==> config.mk <==
export PLATFORM = sky130hd
export DESIGN_NAME = mc_cpu
export DESIGN_NICKNAME = d
export VERILOG_FILES = /design/src/rtl/mc_cpu.sv
export SDC_FILE = /design/constraint.sdc
export NUM_CORES = 2
export LEC_CHECK = 0
export BUFFER_PORTS_ARGS = -buffer_cell sky130_fd_sc_hd__buf_2
export CAP_MARGIN = 15
export CORE_MARGIN = 8
export CORE_UTILIZATION = 40
export CTS_CLUSTER_SIZE = 40
export DETAILED_ROUTE_END_ITERATION = 16
export PLACE_DENSITY = 0.56
export SYNTH_ARGS = -nofsm -noshare
export SYNTH_HDL_FRONTEND = slang
export SYNTH_SLANG_ARGS = --single-unit
==> constraint.sdc <==
create_clock -name clk -period 6.7 [get_ports clk]
set_input_delay 0.67 -clock clk [delete_from_list [all_inputs] [get_ports clk]]
set_output_delay 0.67 -clock clk [all_outputs]
set_load 0.03 [all_outputs]
==> src/rtl/mc_cpu.sv <==
// mc_cpu: multicycle MIPS-subset core with one unified memory port.
// The memory port uses a req/ready handshake, so the memory may insert wait states.
// Supported instructions: add, sub, and, or, slt, addi, lw, sw, beq, bne and j.
// The core halts on an illegal instruction and stays halted until reset.
//
// Ports:
//   clk        rising-edge clock
//   reset      asynchronous active-low reset
//   mem_req    access request (decoded from state)
//   mem_we     1 = write, valid while mem_req
//   mem_addr   word address (byte address bits [MEM_AW+1:2])
//   mem_wdata  store data
//   mem_rdata  read data, valid in the cycle where mem_ready=1
//   mem_ready  the access completes at this rising edge
//   halted     core stopped on an illegal instruction
//   pc_out     current PC (debug)
module mc_cpu #(
   parameter int unsigned MEM_AW   = 9,
   parameter logic [31:0] RESET_PC = 32'h0000_0000
) (
   input  logic              clk,
   input  logic              reset,
   output logic              mem_req,
   output logic              mem_we,
   output logic [MEM_AW-1:0] mem_addr,
   output logic [31:0]       mem_wdata,
   input  logic [31:0]       mem_rdata,
   input  logic              mem_ready,
   output logic              halted,
   output logic [31:0]       pc_out
);

   localparam int unsigned NREG = 32;

   localparam logic [5:0] OP_RTYPE = 6'h00;
   localparam logic [5:0] OP_J     = 6'h02;
   localparam logic [5:0] OP_BEQ   = 6'h04;
   localparam logic [5:0] OP_BNE   = 6'h05;
   localparam logic [5:0] OP_ADDI  = 6'h08;
   localparam logic [5:0] OP_LW    = 6'h23;
   localparam logic [5:0] OP_SW    = 6'h2B;

   localparam logic [5:0] FN_ADD = 6'h20;
   localparam logic [5:0] FN_SUB = 6'h22;
   localparam logic [5:0] FN_AND = 6'h24;
   localparam logic [5:0] FN_OR  = 6'h25;
   localparam logic [5:0] FN_SLT = 6'h2A;

   typedef enum logic [3:0] {
      S_INIT, S_FETCH, S_DECODE, S_EXEC, S_RWB, S_ADDI, S_IWB,
      S_MEMADR, S_MEMRD, S_MEMWB, S_MEMWR, S_BRANCH, S_JUMP, S_HALT
   } state_t;

   state_t      state_q, state_d;
   logic [31:0] pc_q, pc_d;
   logic [31:0] ir_q, ir_d;
   logic [31:0] mdr_q, mdr_d;
   logic [31:0] a_q, a_d;
   logic [31:0] b_q, b_d;
   logic [31:0] alu_q, alu_d;
   logic [31:0] rf_q [NREG];
   logic [31:0] rf_d [NREG];

   // Instruction fields
   logic [5:0]  op, funct;
   logic [4:0]  rs, rt, rd;
   logic [31:0] imm_sext;
   logic        rtype_ok;
   logic [31:0] alu_res;

   assign op       = ir_q[31:26];
   assign rs       = ir_q[25:21];
   assign rt       = ir_q[20:16];
   assign rd       = ir_q[15:11];
   assign funct    = ir_q[5:0];
   assign imm_sext = {{16{ir_q[15]}}, ir_q[15:0]};

   // R-type ALU and the check for a legal funct field
   always_comb begin
      rtype_ok = 1'b1;
      alu_res  = '0;
      case (funct)
         FN_ADD:  alu_res = a_q + b_q;
         FN_SUB:  alu_res = a_q - b_q;
         FN_AND:  alu_res = a_q & b_q;
         FN_OR:   alu_res = a_q | b_q;
         FN_SLT:  alu_res = {31'd0, $signed(a_q) < $signed(b_q)};
         default: rtype_ok = 1'b0;
      endcase
   end

   // State and datapath registers
   always_ff @(posedge clk or negedge reset) begin
      if (!reset) begin
         state_q <= S_INIT;
         pc_q    <= RESET_PC;
         ir_q    <= '0;
         mdr_q   <= '0;
         a_q     <= '0;
         b_q     <= '0;
         alu_q   <= '0;
         for (int i = 0; i < NREG; i++) rf_q[i] <= '0;
      end else begin
         state_q <= state_d;
         pc_q    <= pc_d;
         ir_q    <= ir_d;
         mdr_q   <= mdr_d;
         a_q     <= a_d;
         b_q     <= b_d;
         alu_q   <= alu_d;
         for (int i = 0; i < NREG; i++) rf_q[i] <= rf_d[i];
      end
   end

   // Next-state logic
   always_comb begin
      state_d = state_q;
      case (state_q)
         S_INIT:   state_d = S_FETCH;
         S_FETCH:  if (mem_ready) state_d = S_DECODE;
         S_DECODE: begin
            case (op)
               OP_RTYPE:      state_d = rtype_ok ? S_EXEC : S_HALT;
               OP_ADDI:       state_d = S_ADDI;
               OP_LW, OP_SW:  state_d = S_MEMADR;
               OP_BEQ, OP_BNE: state_d = S_BRANCH;
               OP_J:          state_d = S_JUMP;
               default:       state_d = S_HALT;
            endcase
         end
         S_EXEC:   state_d = S_RWB;
         S_ADDI:   state_d = S_IWB;
         S_MEMADR: state_d = (op == OP_LW) ? S_MEMRD : S_MEMWR;
         S_MEMRD:  if (mem_ready) state_d = S_MEMWB;
         S_MEMWR:  if (mem_ready) state_d = S_FETCH;
         S_RWB, S_IWB, S_MEMWB, S_BRANCH, S_JUMP: state_d = S_FETCH;
         S_HALT:   state_d = S_HALT;
         default:  state_d = S_HALT;
      endcase
   end

   // Memory port and status outputs. These depend only on registers, so they
   // stay stable during wait states and drop as soon as reset is asserted.
   always_comb begin
      mem_req   = 1'b0;
      mem_we    = 1'b0;
      mem_addr  = alu_q[MEM_AW+1:2];
      mem_wdata = b_q;
      halted    = 1'b0;
      case (state_q)
         S_FETCH: begin
            mem_req  = 1'b1;
            mem_addr = pc_q[MEM_AW+1:2];
         end
         S_MEMRD: mem_req = 1'b1;
         S_MEMWR: begin
            mem_req = 1'b1;
            mem_we  = 1'b1;
         end
         S_HALT:  halted = 1'b1;
         default: ;
      endcase
   end

   assign pc_out = pc_q;

   // Datapath register updates for each state
   always_comb begin
      pc_d  = pc_q;
      ir_d  = ir_q;
      mdr_d = mdr_q;
      a_d   = a_q;
      b_d   = b_q;
      alu_d = alu_q;
      for (int i = 0; i < NREG; i++) rf_d[i] = rf_q[i];
      case (state_q)
         S_FETCH: begin
            if (mem_ready) begin
               ir_d = mem_rdata;
               pc_d = pc_q + 32'd4;
            end
         end
         S_DECODE: begin
            a_d   = rf_q[rs];
            b_d   = rf_q[rt];
            // The branch target is computed early; pc_q already points past this instruction.
            alu_d = pc_q + {imm_sext[29:0], 2'b00};
         end
         S_EXEC:   alu_d = alu_res;
         S_ADDI, S_MEMADR: alu_d = a_q + imm_sext;
         S_RWB:    rf_d[rd] = alu_q;
         S_IWB:    rf_d[rt] = alu_q;
         S_MEMRD:  if (mem_ready) mdr_d = mem_rdata;
         S_MEMWB:  rf_d[rt] = mdr_q;
         S_BRANCH: begin
            if ((op == OP_BEQ) ? (a_q == b_q) : (a_q != b_q)) pc_d = alu_q;
         end
         S_JUMP:   pc_d = {pc_q[31:28], ir_q[25:0], 2'b00};
         default: ;
      endcase
      // $0 is hardwired to zero
      rf_d[0] = '0;
   end

endmodule

-- After elaboration in Yosys (flattened, before gate mapping)
Cells that the tools add are included.
- flip-flop bits (word level): 1188
- bits of input ports: 35
- add/sub/neg operators: 5
- magnitude comparators: 6
- equal/unequal tests: 30
- muxes and demuxes: 32
- bitwise gates (word level): 6
- reductions and logical operators: 19
- operator list (kind ; number):
    1024-bit bitwise mux ; 3
    992-bit one-hot mux with 3 select lines ; 1
    32-bit binary-select mux with 5-bit select ; 2
    32-bit demux with 5-bit select ; 2
    32-bit two-way mux ; 8
    32-bit one-hot mux with 3 select lines ; 2
    32-bit one-hot mux with 5 select lines ; 1
    32-bit adder ; 3
    6-bit == test (second input constant) ; 7
    32-bit by 3-bit adder with 32-bit output (second input constant) ; 1
    32-bit AND ; 1
    32-bit == test ; 1
    32-bit less-than comparator ; 1
    32-bit inequality test ; 1
    32-bit OR ; 1
    4-bit one-hot mux with 8 select lines ; 1
    32-bit subtractor ; 1
    4-bit == test (second input constant) ; 6
    4-bit one-hot mux with 5 select lines ; 1
    6-bit greater-or-equal comparator (second input constant) ; 3
    5-bit NOT with 6-bit output ; 3
    4-bit by 3-bit == test with 1-bit output (second input constant) ; 4
    4-bit two-way mux ; 4
    6-bit by 3-bit == test with 1-bit output (second input constant) ; 2
    other kinds (22) ; 38

-- Longest topological paths before layout
- word-level depth: 7
- depth in mapped cells: 14

-- Worst setup path before layout
Ideal clock, no wire load.
- path type: register -> register
- start: reg b_q[10], in the netlist mem_wdata[10]
- end: reg alu_q[28]
- setup time: 0.135 ns
- data arrival time: 3.173 ns
- required time: 6.565 ns
- path slack: 3.392 ns
- stages on the path, launching flop included: 12
- buffers on the path: 0
- clock period less this slack: 3.308 ns
- path through: dfrtp_1 -> inv_1 -> ha_1 -> or4_4 -> or3_1 -> or4b_1 -> a21oi_2 -> nor3b_2 -> o21bai_2 -> xnor2_1 -> a221oi_2 -> o211ai_1
- word-level cells in the longest chain between the ends: 3
- ends and longest elaborated chain (item ; line ; RTL):
    start: declaration ; 59 ; logic [31:0] b_q, b_d;
    start signal: assignment ; 100 ; b_q <= '0;
    start signal: assignment ; 109 ; b_q <= b_d;
    32-bit subtractor / 32-bit adder (equally long branches) ; 84, 83 ;
    32-bit one-hot mux with 5 select lines * ; 82 ; case (funct)
    32-bit one-hot mux with 3 select lines * ; 176 ; case (state_q)
    end signal: assignment ; 110 ; alu_q <= alu_d;
    end: declaration ; 60 ; logic [31:0] alu_q, alu_d;
Mark *: on every way between the ends. The rest lies on a longest branch, timed or not.
A chain may end at the register's enable or synchronous reset.

==> metrics.txt <==
H-tree levels 4; Final ANT Viol Nets 0; CP max-delay cell nand2_2; leading area contributor after synthesis dfrtp_1; DRT Pass-1 Iters 6; status finished clean; RSZ-0062 raised after global routing false; wirelength, routed approximately 350000 um; Die Height ~450 um; synthesized area 73800 sq um; Vias ~67000; row count 157; cts bufs inserted 142; Final Cycle Share 0.716; initial core utilization 0.403; CTS tree yes; Clock transition at path regs 0.06 ns; Setup Crit Path Kind reg -> reg; sequential element share of the synthesized area 0.403; EDFF count, synth 0; clock share of power 0.164; Hold/Removal Path Class in -> reg; Post-CTS Setup Bufs 0; max_slew headroom 0.0419; Fillers 16900; hold_sp mem_rdata[9]; final hold violations 0; PD cells 603 nW/um^2; Util after Layout 0.449; Worst R2R Path Depth 6; clk sinks 1188; commonest non-fill, non-tap cell in the layout o21ai_0; clk root buf clkbuf_16; dominant synthesized flop cell dfrtp_1; Remaining DRCs 0; Clock Latency Late Sink between 0.8 and 0.9 ns; Synth Area per Inst 10.7 sq um; DRT iter0 DRCs 10600; largest net degree at the start of global routing 165; clock tree buffer depth 3; Routability Congestion between 0.9 and 1; nets@finish 6762; post-CTS sizing 0; sum of negative setup slack 0 ns; synthesis-to-layout area growth 11.4%; Net Count, Synth 7074; most used cell, CP nand2_2; origin of the critical flop-to-flop path ir_q[16]; CP top delay family simple AND/OR/NAND/NOR gates; post-detail-place hpwl between 200000 and 250000 um; max-slew violation count 0; number of global-route vias before repair 64200; GRT Total Usage 0.345; die area 198000 sq um; Max FO, Critical Path 33; via/cell ratio 7.32; # port buffers 110; Setup-failing EPs final 0; top cell type's share of synthesized area 0.403; GRT overflow 0; Max-cap violations 0; critical path required time 7.37 ns; synth top area cells dfrtp_1 (40%), mux4_2 (16%), a22o_1 (12%); Worst VDD drop 0.000346 V; crit path cell chain nor2b_4 > buf_4 > nand2_2 > o21ai_0 > nand2_2 > a22o_1; Post-synth ARST share 1.00; combinational share of power 0.563; Psw between 20000 and 25000 uW; Yosys cell types 82; share of post-route cells with drive strength above 1 0.209; CP peak stage delay ~0.84 ns; Clock Skews 0.0335 ns; worst reg-to-reg setup slack approximately 1.9 ns; IO Count 111; WL per Instance 38.7 um; hold depth 2; Seq cells post-synth about 1200; Setup crit end kind flip-flop; Critical path buffers and inverters 1; first-pass GRT wire length 499000 um; die width between 400 and 500 um; Tmin final 4.80 ns; cell leakage power 0.0335 uW; commonest non-fill, non-tap cells in the layout o21ai_0 (1219), dfrtp_1 (1176), a22o_1 (1043); worst slew pin tran 1.44 ns; startpoint types flip-flop; switching fraction of total power 0.480; critical path arrival 5.47 ns; CORE AREA roughly 180000 sq um; Max Clock Freq 208 MHz; hold path endpoint ir_q[9]; initial antenna violation count 31; internal power 25800 uW; CTS hold repair buffers 1; Syn Inst Count 6864; yosys warns 0; sequential share of power 0.273
## worst max-delay path by stage
stage                endpoint  slack, ns     startpoint  cells after the start
finish              flip-flop       1.90       ir_q[16]                      6
global route        flip-flop       1.95     state_q[3]                      9
CTS                 flip-flop       2.15       ir_q[18]                      6
detailed placement  flip-flop       2.19       ir_q[18]                      6
global placement    flip-flop       2.24       ir_q[16]                      6
floorplan           alu_q[28]       3.39  mem_wdata[10]                     11
## cells in the mapped netlist, types with 7 or more instances
cell type / count
o21ai_0: 1219
dfrtp_1: 1188
a22o_1: 1043
clkbuf_1: 691
mux4_2: 525
nand2_1: 343
a21oi_1: 265
nor2_1: 201
ha_1: 171
mux2_2: 130
inv_1: 111
buf_1: 80
a22oi_1: 74
mux2i_1: 61
nand3_1: 57
xnor2_1: 56
a221oi_1: 54
nor3_1: 53
o22ai_1: 45
a21o_1: 36
a31oi_1: 33
a211oi_1: 31
buf_2: 26
nand2b_1: 26
o211ai_1: 23
xor2_1: 23
and3_1: 21
nor2b_1: 21
nor4_1: 21
o21bai_1: 19
o221ai_1: 15
o31ai_1: 15
and2_1: 14
o21a_1: 12
nor3b_1: 11
o21ai_1: 8
or2_2: 8
a211o_1: 7
nand3b_1: 7
nand4_1: 7
o31a_1: 7
## layer usage
metal | vias up | global-route usage | part of all wire
li1 | 26000 | - | -
met1 | 34200 | 0.437 | 0.37
met2 | 5347 | 0.489 | 0.42
met3 | 1337 | 0.136 | 0.14
met4 | 10 | 0.225 | 0.080
met5 | - | 0.00697 | 0.00055
## power groups by stage
stage | clock network (uW) | registers, uW | logic (uW)
after floorplan | 0 | 12100 | 17600
after global placement | 0 | 13200 | 26500
after detailed placement | 0 | 13400 | 26800
after CTS | 8140 | 13300 | 26800
after global routing | 8430 | 13800 | 29000
final | 8130 | 13500 | 27900
## worst register-to-register path: stages, from the launching register on
cell	delay (ns)
dfrtp_4	0.80
nor2b_4	0.70
buf_4	0.58
nand2_2	0.91
o21ai_0	0.36
nand2_2	0.77
a22o_1	0.55
## kinds of logic (layout without fill, tap and decap cells)
| logic type | count (synthesis) | in the layout | synth area share |
|---|---|---|---|
| adders and majority gates | 175 | 175 | 0.0301 |
| DFF | 1188 | 1188 | 0.403 |
| AOI/OAI and AO/OA | 2976 | 2976 | 0.272 |
| muxes | 716 | 716 | 0.188 |
| other | 0 | 14 | 0 |
| xor gates and xnor gates | 79 | 79 | 0.00938 |
| and+or+nand+nor | 819 | 819 | 0.0504 |
| buffers and inverters | 911 | 706 | 0.0468 |
## per-stage QoR
stage / cell area, sq um / cells / setup WS (ns) / total power (uW) / hold WS [ns]
3_5_place_dp: 77100 / 8855 / 2.19 / 40200 / 0.499
4_1_cts: 81900 / 9107 / 2.15 / 48300 / 0.0952
6_report: 82200 / 9137 / 1.90 / 49600 / 0.130
3_3_place_gp: 77000 / 8849 / 2.24 / 39700 / 0.491
5_1_grt: 82200 / 9125 / 1.95 / 51200 / 0.115
2_1_floorplan: 73800 / 6864 / 3.39 / 29700 / 0.374
## area by class of cell
| type | count | area (sq um) | area share |
|---|---|---|---|
| diodes | 14 | 35.0 | 0.000426 |
| clock buffers | 204 | 4090 | 0.0497 |
| clock inverters | 47 | 681 | 0.00828 |
| inverters | 114 | 429 | 0.00522 |
| multi-input cells | 4765 | 41400 | 0.504 |
| flip-flops and latches | 1188 | 29800 | 0.362 |
| well taps | 2464 | 3080 | 0.0375 |
| repair buffers | 341 | 2730 | 0.0332 |
Power figures use the tool's default switching activity.
